`config.mk`:
```
export PLATFORM = sky130hd
export DESIGN_NAME = pixel_write_arbiter_flat
export DESIGN_NICKNAME = d
export VERILOG_FILES = /design/src/rtl/pixel_write_arbiter_pkg.sv /design/src/rtl/pixel_write_arbiter_if.sv /design/src/rtl/pixel_write_arbiter_rr_picker.sv /design/src/rtl/pixel_write_arbiter.sv /design/src/flat_wrapper.sv
export SDC_FILE = /design/constraint.sdc
export NUM_CORES = 1
export LEC_CHECK = 0
export CELL_PAD_IN_SITES_DETAIL_PLACEMENT = 0
export CELL_PAD_IN_SITES_GLOBAL_PLACEMENT = 1
export CORE_MARGIN = 4
export CORE_UTILIZATION = 32
export CTS_CLUSTER_DIAMETER = 80
export DETAILED_ROUTE_END_ITERATION = 10
export GPL_TIMING_DRIVEN = 0
export PLACE_DENSITY_LB_ADDON = 0.1
export SKIP_LAST_GASP = 1
export SLEW_MARGIN = 25
export SYNTH_ARGS = -nofsm -noshare
export SYNTH_HDL_FRONTEND = slang
export SYNTH_SLANG_ARGS = --single-unit
```
`constraint.sdc`:
```
create_clock -name clock -period 1.9 [get_ports clock]
set_input_delay 0.285 -clock clock [delete_from_list [all_inputs] [get_ports clock]]
set_output_delay 0.285 -clock clock [all_outputs]
set_load 0.005 [all_outputs]
```
`src/rtl/pixel_write_arbiter_pkg.sv`:
```
// Shared constants for the VGA pixel-write arbiter: screen geometry, pixel field
// widths, requester indices and the grant FSM encoding.
package pixel_write_arbiter_pkg;

    localparam int SCREEN_WIDTH  = 160;
    localparam int SCREEN_HEIGHT = 120;
    localparam int X_WIDTH       = 8;
    localparam int Y_WIDTH       = 7;
    localparam int COLOR_WIDTH   = 3;
    localparam int STALL_W       = 8;

    localparam int REQ_RECT = 0;
    localparam int REQ_TEXT = 1;
    localparam int REQ_IMG  = 2;

    typedef enum logic {
        ST_IDLE = 1'b0,
        ST_OWN  = 1'b1
    } state_t;

endpackage

```
`src/rtl/pixel_write_arbiter_if.sv`:
```
// Renderer-side beat streams plus the registered VGA write port.
// master = renderers/observer side, slave = arbiter side.
interface pixel_write_arbiter_if #(
    parameter int N     = 3,
    parameter int X_W   = 8,
    parameter int Y_W   = 7,
    parameter int C_W   = 3,
    parameter int OWN_W = 2
);
    logic [N-1:0]     req_valid;
    logic [N-1:0]     req_last;
    logic [N*X_W-1:0] req_x;
    logic [N*Y_W-1:0] req_y;
    logic [N*C_W-1:0] req_color;
    logic [N-1:0]     req_ready;

    logic [OWN_W-1:0] owner;
    logic             busy;
    logic [X_W-1:0]   out_x;
    logic [Y_W-1:0]   out_y;
    logic [C_W-1:0]   out_color;
    logic             plot;

    modport master (
        output req_valid, req_last, req_x, req_y, req_color,
        input  req_ready, owner, busy, out_x, out_y, out_color, plot
    );

    modport slave (
        input  req_valid, req_last, req_x, req_y, req_color,
        output req_ready, owner, busy, out_x, out_y, out_color, plot
    );
endinterface

```
`src/rtl/pixel_write_arbiter_rr_picker.sv`:
```
// Combinational round-robin picker: first set bit of valid scanning ptr, ptr+1, ... mod N.
// Zero latency; no handshake of its own.
module pixel_write_arbiter_rr_picker #(
    parameter int N     = 3,
    parameter int OWN_W = 2
) (
    input  logic [N-1:0]     valid,
    input  logic [OWN_W-1:0] ptr,
    output logic             found,
    output logic [OWN_W-1:0] idx
);
    logic [N-1:0]   rot;
    logic [OWN_W:0] sum;

    // Rotate so that bit k means requester (ptr+k) mod N; scan downward so the
    // lowest k (closest to the pointer) is the final winner.
    always_comb begin
        rot   = N'({valid, valid} >> ptr);
        found = 1'b0;
        idx   = '0;
        sum   = '0;
        for (int k = N - 1; k >= 0; k--) begin
            if (rot[k]) begin
                sum = {1'b0, ptr} + (OWN_W + 1)'(k);
                if (sum >= (OWN_W + 1)'(N))
                    sum = sum - (OWN_W + 1)'(N);
                found = 1'b1;
                idx   = sum[OWN_W-1:0];
            end
        end
    end
endmodule

```
`src/rtl/pixel_write_arbiter.sv`:
```
// Primitive-atomic round-robin arbiter sharing the VGA pixel-write port; optional clip via PIXEL_WRITE_ARBITER_CLIP_EN.
// Latency: 1 cycle grant, accepted beat plotted the next cycle, 1 beat/cycle sustained.
// Backpressure: only the owner sees req_ready, and only while hold is low; a silent owner is revoked after TIMEOUT stalls.
module pixel_write_arbiter
    import pixel_write_arbiter_pkg::*;
#(
    parameter int N        = 3,
    parameter int X_W      = X_WIDTH,
    parameter int Y_W      = Y_WIDTH,
    parameter int C_W      = COLOR_WIDTH,
    parameter int SCREEN_W = SCREEN_WIDTH,
    parameter int SCREEN_H = SCREEN_HEIGHT,
    parameter int TIMEOUT  = 255,
    parameter int OWN_W    = 2
) (
    input  logic                  clock,
    input  logic                  reset,
    input  logic                  hold,
    pixel_write_arbiter_if.slave  bus
);
    if (N < 2 || N > 8 || OWN_W < 1 || OWN_W < $clog2(N) || SCREEN_W < 1 || SCREEN_H < 1) begin : g_bad_cfg
        $error("pixel_write_arbiter: illegal parameter combination");
    end

    state_t             state, state_n;
    logic [OWN_W-1:0]   owner_q, owner_n, ptr, ptr_n, pick, next_ptr;
    logic [STALL_W-1:0] stall, stall_n;
    logic               found, xfer, revoke, in_bounds;
    logic               sel_vld, sel_last;
    logic [X_W-1:0]     sel_x;
    logic [Y_W-1:0]     sel_y;
    logic [C_W-1:0]     sel_c;

    pixel_write_arbiter_rr_picker #(.N(N), .OWN_W(OWN_W)) u_picker (
        .valid (bus.req_valid),
        .ptr   (ptr),
        .found (found),
        .idx   (pick)
    );

    always_comb begin
        sel_vld       = 1'b0;
        sel_last      = 1'b0;
        sel_x         = '0;
        sel_y         = '0;
        sel_c         = '0;
        bus.req_ready = '0;
        for (int i = 0; i < N; i++) begin
            if (owner_q == OWN_W'(i)) begin
                sel_vld  = bus.req_valid[i];
                sel_last = bus.req_last[i];
                sel_x    = bus.req_x[i*X_W +: X_W];
                sel_y    = bus.req_y[i*Y_W +: Y_W];
                sel_c    = bus.req_color[i*C_W +: C_W];
                bus.req_ready[i] = (state == ST_OWN) && !hold;
            end
        end
    end

`ifdef PIXEL_WRITE_ARBITER_CLIP_EN
    // Off-screen beats still complete the handshake; they just never reach the VGA port.
    assign in_bounds = (32'(sel_x) < SCREEN_W) && (32'(sel_y) < SCREEN_H);
`else
    assign in_bounds = 1'b1;
`endif

    assign xfer     = (state == ST_OWN) && !hold && sel_vld;
    assign next_ptr = (owner_q == OWN_W'(N - 1)) ? '0 : owner_q + 1'b1;
    assign revoke   = (TIMEOUT != 0) && (state == ST_OWN) && !hold && !xfer
                      && (stall == STALL_W'(TIMEOUT));

    always_comb begin
        state_n = state;
        owner_n = owner_q;
        ptr_n   = ptr;
        stall_n = stall;
        case (state)
            ST_IDLE: begin
                stall_n = '0;
                if (!hold && found) begin
                    state_n = ST_OWN;
                    owner_n = pick;
                end
            end
            ST_OWN: begin
                if (xfer)
                    stall_n = '0;
                else if (!hold && !sel_vld && stall != {STALL_W{1'b1}})
                    stall_n = stall + 1'b1;
                if ((xfer && sel_last) || revoke) begin
                    state_n = ST_IDLE;
                    owner_n = '0;
                    ptr_n   = next_ptr;
                    stall_n = '0;
                end
            end
            default: state_n = ST_IDLE;
        endcase
    end

    always_ff @(posedge clock or posedge reset) begin
        if (reset) begin
            state         <= ST_IDLE;
            owner_q       <= '0;
            ptr           <= '0;
            stall         <= '0;
            bus.out_x     <= '0;
            bus.out_y     <= '0;
            bus.out_color <= '0;
            bus.plot      <= 1'b0;
        end else begin
            state    <= state_n;
            owner_q  <= owner_n;
            ptr      <= ptr_n;
            stall    <= stall_n;
            bus.plot <= xfer && in_bounds;
            if (xfer) begin
                bus.out_x     <= sel_x;
                bus.out_y     <= sel_y;
                bus.out_color <= sel_c;
            end
        end
    end

    assign bus.owner = owner_q;
    assign bus.busy  = (state == ST_OWN);
endmodule

```
`src/flat_wrapper.sv`:
```
// flat-port wrapper written by rule: the top's interface ports become plain ports
module pixel_write_arbiter_flat import pixel_write_arbiter_pkg::*;
#(
    parameter int N        = 3,
    parameter int X_W      = X_WIDTH,
    parameter int Y_W      = Y_WIDTH,
    parameter int C_W      = COLOR_WIDTH,
    parameter int SCREEN_W = SCREEN_WIDTH,
    parameter int SCREEN_H = SCREEN_HEIGHT,
    parameter int TIMEOUT  = 255,
    parameter int OWN_W    = 2
)
  (clock, reset, hold, bus_req_valid, bus_req_last, bus_req_x, bus_req_y, bus_req_color, bus_req_ready, bus_owner, bus_busy, bus_out_x, bus_out_y, bus_out_color, bus_plot);
  pixel_write_arbiter_if #(.N(N), .X_W(X_W), .Y_W(Y_W), .C_W(C_W), .OWN_W(OWN_W)) bus_i ();
  input  logic clock;
  input  logic reset;
  input  logic hold;
  input wire logic [$bits(bus_i.req_valid)-1:0] bus_req_valid;
  input wire logic [$bits(bus_i.req_last)-1:0] bus_req_last;
  input wire logic [$bits(bus_i.req_x)-1:0] bus_req_x;
  input wire logic [$bits(bus_i.req_y)-1:0] bus_req_y;
  input wire logic [$bits(bus_i.req_color)-1:0] bus_req_color;
  output wire logic [$bits(bus_i.req_ready)-1:0] bus_req_ready;
  output wire logic [$bits(bus_i.owner)-1:0] bus_owner;
  output wire logic [$bits(bus_i.busy)-1:0] bus_busy;
  output wire logic [$bits(bus_i.out_x)-1:0] bus_out_x;
  output wire logic [$bits(bus_i.out_y)-1:0] bus_out_y;
  output wire logic [$bits(bus_i.out_color)-1:0] bus_out_color;
  output wire logic [$bits(bus_i.plot)-1:0] bus_plot;
  assign bus_i.req_valid = bus_req_valid;
  assign bus_i.req_last = bus_req_last;
  assign bus_i.req_x = bus_req_x;
  assign bus_i.req_y = bus_req_y;
  assign bus_i.req_color = bus_req_color;
  assign bus_req_ready = bus_i.req_ready;
  assign bus_owner = bus_i.owner;
  assign bus_busy = bus_i.busy;
  assign bus_out_x = bus_i.out_x;
  assign bus_out_y = bus_i.out_y;
  assign bus_out_color = bus_i.out_color;
  assign bus_plot = bus_i.plot;
  pixel_write_arbiter #(.N(N), .X_W(X_W), .Y_W(Y_W), .C_W(C_W), .SCREEN_W(SCREEN_W), .SCREEN_H(SCREEN_H), .TIMEOUT(TIMEOUT), .OWN_W(OWN_W)) u_core (.clock(clock), .reset(reset), .hold(hold), .bus(bus_i));
endmodule
```
# Yosys cells after proc, flatten, opt, wreduce, memory -nomap -nowiden
# Index checks and enable logic that the tools add are counted.
# op_classes
add_sub_neg	7
n_bitwise	1
shift	1
mux	38
eq_ne	7
n_reduce_logical	15
magnitude_cmp	3
# ops
operator	n
$mux W8	6
$mux W7	3
$mux W2	9
$pmux W8 S2	1
$mux W1	14
$mux W3	3
$add A8 B1 Y8 const B	1
$eq A8 B8 Y1 const B	1
$logic_and A1 B1 Y1	8
$ne A8 B8 Y1 const B	1
$ge A3 B2 Y1 const B	2
$shr A6 B2 Y3	1
$sub A2 B2 Y2 const B	3
$ne A4 B4 Y1 const B	1
$pmux W2 S2	1
$reduce_and A2 Y1	2
$add A2 B1 Y3 const B	1
$add A2 B2 Y3 const B	1
$logic_not A1 Y1	3
$add A2 B1 Y2 const B	1
$eq A2 B1 Y1 const B	1
$eq A2 B2 Y1 const B	1
$ge A2 B2 Y1 const B	1
$logic_not A2 Y1	1
other kinds (5)	5
# totals
ff_bits	32
inputBits	63
wordCells	80
output_inout_bits	25

# Longest topological paths before layout
# Gate-level depths: netlist of the first run.
# depth
ltp_word	11
depth_mapped	7
mapped_depth_nobuf	6

# Modules after synthesis
# From an unflattened synthesis of the first run, not the netlist that was laid out.
# unflattened
hier_cells	227
hier_area_um2	2199.6
# modules_own_cells
module	cells_each	instances	seq_area_each_um2	area_per_inst_um2
pixel_write_arbiter	190	1	800.8	1925.6
pixel_write_arbiter_rr_picker	37	1	0.0	274.0

# Worst setup path before layout of the first run
# No wires, ideal clock.
# synth_path
kind	reg2reg
from	reg u_core.owner_q[1], in the netlist u_core.bus.owner[1]
to	reg u_core.bus.out_color[0]
path_stages_with_launch	8
setup_time_ns	0.125
required_ns	1.775
path_buffers	3
t_arrival_ns	1.685
slack_ns	0.090
period_less_slack_ns	1.810
cell_sequence	dfrtp_1 buf_4 mux2i_1 a2bb2oi_2 or2_1 buf_6 buf_6 mux2_4
# synth_via
elab_chain_cells	5
word_cells_on_any_way	10
classes_between	2 x eq/ne; 6 x mux; 2 x reduce/logical
# synth_rtl
element	line_no	rtl
from (decl)	pixel_write_arbiter.sv:26	logic [OWN_W-1:0] owner_q, owner_n, ptr, ptr_n, pick, next_ptr;
from (signal assigned)	pixel_write_arbiter.sv:113	owner_q <= owner_n;
$logic_not A2 Y1	pixel_write_arbiter.sv:49	if (owner_q == OWN_W'(i)) begin
$mux W1 (3 in series)	pixel_write_arbiter.sv:49	
$logic_and A1 B1 Y1	pixel_write_arbiter.sv:67	assign xfer = (state == ST_OWN) && !hold && sel_vld;
to (signal assigned)	pixel_write_arbiter.sv:120	bus.out_color <= sel_c;
to (decl)	pixel_write_arbiter_if.sv:31	output req_ready, owner, busy, out_x, out_y, out_color, plot
# Several ways; a longest one is shown, not always the timed one.
# A chain may end at the register's enable or synchronous reset.

# Final worst setup path of the first run
# layout_path
from	reg u_core.owner_q[1], in the netlist u_core.bus.owner[1]
to	reg u_core.ptr[0]
# layout_via
elab_chain_cells	10
word_cells_on_any_way	17
classes_between	2 x eq/ne; 7 x mux; 8 x reduce/logical
# layout_rtl
element	line_no	rtl
$logic_not A2 Y1	pixel_write_arbiter.sv:49	
$mux W1 (3 in series)	pixel_write_arbiter.sv:49	
$logic_and A1 B1 Y1	pixel_write_arbiter.sv:67	
$logic_not A1 Y1	pixel_write_arbiter.sv:69	assign revoke = (TIMEOUT != 0) && (state == ST_OWN) && !hold && !xfer
$logic_and A1 B1 Y1	pixel_write_arbiter.sv:69	
$logic_and A1 B1 Y1	pixel_write_arbiter.sv:70	&& (stall == STALL_W'(TIMEOUT));
$logic_or A1 B1 Y1	pixel_write_arbiter.sv:90	if ((xfer && sel_last) || revoke) begin
$reduce_and A2 Y1 (no line)	--	
to (signal assigned)	pixel_write_arbiter.sv:114	ptr <= ptr_n;
to (decl)	pixel_write_arbiter.sv:26	
# Several ways; a longest one is shown, not always the timed one.

==> metrics.txt, run 1 <==
hold_ws 428 ps; Max Cap Violations 0; CTS tree yes; Syn Std Cell Area 2130 sq um; xor/xnor share of the synthesized area 0; final wirelength 6.22 mm; largest net degree at the start of global routing 33; Worst slew margin 0.542; Initial Util 0.332; most frequent cells in the layout clkdlybuf4s50_1, nand2_1, dfrtp_1, mux2i_1, o21ai_0; worst skew pair latency 280 ps; cells along the critical path buf_6 -> mux2i_2 -> a2bb2oi_2 -> buf_4 -> a2111oi_4 -> buf_4 -> mux2_4; post-synthesis mux area share 0.235; Seq cells post-synth 32; antenna violations before repair 0; first-pass GRT wire length 10.0 mm; Final period util 0.972; Fin Clk Skew 3.30 ps; WL/cell 15.5 um; R2R setup slack 50 ps; CTS Hold Bufs 0; Tmin final 1850 ps; Distinct cells, synth 42; Worst R2R End u_core.ptr[0]; Setup violations, final 0; WP data required 2070 ps; Seq/Total Area, Yosys 0.375; Worst-path clk slew 70 ps; status finished clean; gpl congestion 0.740; worst r2r src u_core.bus.owner[1]; Core Util, Final 0.519; most used cell, CP buf_4; Arr. time, crit path 2010 ps; Crit. End Element register; most common cell after layout, fill and taps aside clkdlybuf4s50_1; synth-to-layout area growth 56.4%; Tightest Pin Transition 686 ps; VDD IR max 0.526 mV; DR pass1 iterations 4; Total GRT Usage 0.161; Worst setup SP type register; Synth Area in Compound Gates 0.138; simple-gate share of the synthesized area 0.178; post-synthesis adder-cell area fraction 0.0235; dpl hpwl 4.59 mm; Die W 89.7 um; crit path kind reg -> reg; worst stage delay on the critical path 390 ps; post-place instance area 3070 sq um; synthesized instance count 219; DRC Markers 0; leakage 0.00140 uW; Hold Fails Final Rpt 0; crit path max fanout 6; asr flop ratio synth 1.00; die footprint 8040 sq um; cts bufs inserted 5; I/O pin cnt 88; Vias 2029; total core area 6420 sq um; H-tree depth 2; height of the die 89.7 um; gr ovfl total 0; CTS sink count 32; final net count 389; Routed Antenna Nets 0; CTS max path bufs 2; setup TNS 0 ps; Crit-path slowest cell dfrtp_1; share of layout cells above drive strength 1 0.211; Post-synth EDFFs 0; total power 4180 uW; RSZ-0062 raised after global routing true; fin. max-slew vios 0; input/output buffers 84; Vias/cell 5.07; initial DRC count 65; Synthesized Nets 286; Avg Inst Size Synth 9.74 sq um; max frequency 0.542 GHz; CTS root buffer clkbuf_8; warnings from Yosys 0; antenna cells 0; cell area after layout 3340 sq um; worst hold path type in -> async; pwr dens 1250 nW/um^2; vias in the first global route 2097; top_reg_cell synth dfrtp_1; row cnt 29; cells on worst reg2reg path 7; largest family of logic cells by synthesized area multiplexers
-- worst max path at each step --
stage / start / endpoint / slack [ps] / cells after the start
global route: u_core.bus.owner[1] / u_core.ptr[0] / -30 / 7
floorplan: u_core.bus.owner[1] / u_core.bus.out_color[0] / 90 / 7
detailed placement: u_core.bus.owner[0] / bus_req_ready[1] / -410 / 4
CTS: u_core.bus.owner[1] / u_core.ptr[1] / -30 / 7
global placement: bus_req_valid[0] / u_core.bus.out_y[5] / -400 / 7
finish: u_core.bus.owner[1] / u_core.ptr[0] / 50 / 7
-- critical path: cells and delay by family, from the launching register on --
kind | cells | cell delay (ps)
AOI/OAI and AO/OA | 2 | 420
DFF | 1 | 390
muxes | 2 | 440
buffers and inverters | 3 | 490
-- flip-flops by register name (all words and copies together) (netlist names) --
signal / count
u_core.bus.out_y: 7
u_core.bus.owner: 2
u_core.bus.out_x: 8
u_core.bus.busy: 1
u_core.stall: 8
u_core.bus.out_color: 3
u_core.bus.plot: 1
u_core.ptr: 2
-- cells by family after synthesis --
family | count (synthesis)
and+or+nand+nor | 73
AOI/OAI and AO/OA | 44
muxes | 44
DFF | 32
buffers and inverters | 22
adders and majority gates | 4
-- cell usage after synthesis, drive strengths merged, types with 4 or more instances --
master	count	area, sq um
dfrtp	32	801
nand2	31	119
mux2i	23	230
mux2	21	270
o21ai	20	100
clkbuf	9	33.8
a21oi	8	40.0
buf	7	50.1
nand3	7	35.0
nor3b	6	45.0
inv	5	18.8
nor2	5	18.8
ha	4	50.1
nor2b	4	27.5
nor3	4	20.0
-- layer usage --
metal | global-route usage | wire length, um | up-vias
met2 | 0.279 | 2930 | 63
li1 | - | - | 995
met4 | 0.0365 | 50 | 0
met5 | 0 | 0 | -
met1 | 0.202 | 2750 | 965
met3 | 0.0401 | 485 | 6
-- report_power, final --
part           internal (uW)  switching (uW)  leakage [uW]
logic                   1480            1020      0.000946
registers                952             185      0.000401
clock network            289             255     0.0000510
total                   2720            1460       0.00140
-- area by class of cell --
type / instances / area (sq um)
fillers: 625 / 3090
plain buffers: 16 / 114
inverters: 6 / 23.8
clock buffers: 6 / 82.6
clock inverters: 2 / 10.0
multi-input cells: 165 / 1280
well taps: 77 / 96.3
flip-flops and latches: 32 / 803
repair buffers: 96 / 926
-- what timing repair did --
| item | 4_1_cts | 5_1_grt |
|---|---|---|
| setup endpoints to repair | 16 | 13 |
| resized for setup | 19 | 12 |
| buffers inserted | 4 | 8 |
| pin swaps | 1 | 2 |
-- through the flow --
stage               std cells  setup WS, ps
floorplan                 219          89.7
global placement          380          -399
detailed placement        380          -412
CTS                       392         -28.8
global route              400         -34.8
finish                    400          53.4
Power figures use the tool's default switching activity.
==> run 2: changes to the inputs <==
- CTS_BUF_LIST: unset -> sky130_fd_sc_hd__clkbuf_16
==> run 2 against run 1 <==
Compared with the run above:
- global-route usage hardly changed
- final cell count grew 0.25%
- clock power up 39%
- combinational power about the same
- utilization increased by 0.84 points
- register-to-register slack is essentially flat
- clock skew barely moved
- sequential cell count stayed put
- via count decreased by 0.74%
- sequential share of layout area shrank 0.38 points
==> metrics.txt, run 2 (synthesized netlist as in run 1, its figures left out) <==
WL/cell 15.6 um (was 15.5 um); Final period util 0.973 (was 0.972); final worst slack 50.4 ps (was 53.4 ps); cells along the critical path buf_6 -> mux2i_2 -> a2bb2oi_2 -> buf_4 -> a2111oi_4 -> buf_4 -> mux2_4 (unchanged); R2R setup slack 50 ps (about the same); input/output buffers 84 (unchanged); pwr dens 1300 nW/um^2 (was 1250 nW/um^2); gpl congestion 0.740 (unchanged); Initial Util 0.332 (unchanged); synth-to-layout area growth 58.9% (was 56.4%); worst hold path type in -> async (unchanged); Max Cap Violations 0 (unchanged); layout filler cell count 622 (was 625); largest net degree at the start of global routing 33 (unchanged); first-pass GRT wire length 10.0 mm (about the same); worst r2r src u_core.bus.owner[1] (unchanged); M1 wire length 2.75 mm (about the same); worst skew pair latency 270 ps (was 280 ps); hold_ws 440 ps (was 428 ps); cells on worst reg2reg path 7 (unchanged); total core area 6420 sq um (unchanged); Fin Clk Skew 3.34 ps (was 3.30 ps); VDD IR max 0.533 mV (was 0.526 mV); DR pass1 iterations 4 (unchanged); max frequency 0.541 GHz (was 0.542 GHz); DR WL met2 2.96 mm (was 2.93 mm); Clock power frac 0.171 (was 0.130); Tightest Pin Transition 685 ps (was 686 ps); crit path kind reg -> reg (unchanged); Die W 89.7 um (unchanged); Place WS -412 ps (unchanged); Worst setup SP type register (unchanged); final wirelength 6.26 mm (was 6.22 mm); status finished clean (unchanged); Worst-path clk slew 50 ps (was 70 ps); Routed Antenna Nets 0 (unchanged); CTS max path bufs 2 (unchanged); crit path max fanout 6 (unchanged); DRC Markers 0 (unchanged); initial DRC count 67 (was 65); CTS sink count 32 (unchanged); final net count 390 (was 389); total power 4410 uW (was 4180 uW); sw frac 0.339 (was 0.350); CTS root buffer clkbuf_16 (was clkbuf_8); WP data required 2060 ps (was 2070 ps); Vias/cell 5.02 (was 5.07); antenna cells 0 (unchanged); Core Util, Final 0.528 (was 0.519); gr ovfl total 0 (unchanged); top layer used by detailed routing met4 (unchanged); Tmin final 1850 ps (about the same); dpl hpwl 4.59 mm (unchanged); share of layout cells above drive strength 1 0.210 (was 0.211); most common cell after layout, fill and taps aside clkdlybuf4s50_1 (unchanged); Reg area 803 sq um (unchanged); cts bufs inserted 5 (unchanged); Crit. End Element register (unchanged); I/O pin cnt 88 (unchanged); Multi-input gate area 1280 sq um (unchanged); antenna violations before repair 0 (unchanged); H-tree depth 2 (unchanged); Flop pwr share 0.259 (was 0.272); most frequent cells in the layout clkdlybuf4s50_1, nand2_1, dfrtp_1, mux2i_1, o21ai_0 (unchanged); Hold Fails Final Rpt 0 (unchanged); Switch Pwr 1500 uW (was 1460 uW); height of the die 89.7 um (unchanged); Total GRT Usage 0.161 (about the same); largest registers u_core.bus.out_x: 8 flops, u_core.stall: 8 flops, u_core.bus.out_y: 7 flops (unchanged); most used cell, CP buf_4 (unchanged); CTS Hold Bufs 0 (unchanged); Arr. time, crit path 2010 ps (about the same); Vias 2014 (was 2029); DR WL met3 494 um (was 485 um); leakage 0.00142 uW (was 0.00140 uW); Crit-path slowest cell dfrtp_1 (unchanged); worst stage delay on the critical path 390 ps (about the same); Setup violations, final 0 (unchanged); cell area after layout 3390 sq um (was 3340 sq um); CTS tree yes (unchanged); fin. max-slew vios 0 (unchanged); post-place instance area 3070 sq um (unchanged); row cnt 29 (unchanged); RSZ-0062 raised after global routing true (unchanged); Int Pwr 2920 uW (was 2720 uW); Comb power frac 0.571 (was 0.598); Worst slew margin 0.543 (was 0.542); Worst R2R End u_core.ptr[0] (unchanged); die footprint 8040 sq um (unchanged); vias in the first global route 2100 (was 2097)
==> run 2: cell count changes in the layout (fill, tap and decap cells not counted) <==
cell	delta
clkbuf_8	-6
clkbuf_16	+5
buf_4	+1
clkinv_1	+1
==> run 2: worst max path at each step <==
stage                        start                       to  slack (ps)  depth (start not counted)
2_1_floorplan  u_core.bus.owner[1]  u_core.bus.out_color[0]          90                          7
3_3_place_gp      bus_req_valid[0]      u_core.bus.out_y[5]        -400                          7
3_5_place_dp   u_core.bus.owner[0]         bus_req_ready[1]        -410                          4
4_1_cts        u_core.bus.owner[1]            u_core.ptr[1]         -30                          7
5_1_grt        u_core.bus.owner[1]            u_core.ptr[0]         -30                          7
6_report       u_core.bus.owner[1]            u_core.ptr[0]          50                          7
==> run 2: layer usage <==
metal,GRT usage,vias up
met2,0.277,64
met3,0.0429,6
met5,0,-
met4,0.0325,0
li1,-,999
met1,0.204,945
==> run 2: power groups by stage <==
| stage | registers [uW] | clock network, uW | logic (uW) |
|---|---|---|---|
| floorplan | 1130 | 0 | 1310 |
| global placement | 1130 | 0 | 2260 |
| detailed placement | 1140 | 0 | 2270 |
| CTS | 1140 | 773 | 2380 |
| global route | 1180 | 806 | 2760 |
| finish | 1140 | 755 | 2520 |
==> run 2: worst max-delay path, delay by kind of cell, from the launching register on <==
family	cells	cell delay (ps)
buffers and inverters	3	490
AO/OA/AOI/OAI	2	420
flip-flops	1	390
multiplexers	2	430
==> run 2: layout make-up <==
cell class	count	share of cell area
flip-flops and latches	32	0.237
well taps	77	0.0284
repair buffers	97	0.275
multi-input cells	165	0.378
inverters	6	0.00701
clock inverters	3	0.00406
plain buffers	16	0.0336
clock buffers	5	0.0369
==> run 2: repair_timing <==
action	CTS	global route
gates resized for setup	19	12
endpoints found under the hold margin	0	0
pin swaps	1	2
setup endpoints to repair	16	13
setup buffers	4	9
==> run 2: stage by stage <==
| step | std cells | TNS (ps) |
|---|---|---|
| 6_report | 401 | 0 |
| 5_1_grt | 401 | -77.4 |
| 4_1_cts | 392 | -52.4 |
| 3_5_place_dp | 380 | -7270 |
| 3_3_place_gp | 380 | -7820 |
| 2_1_floorplan | 219 | 0 |
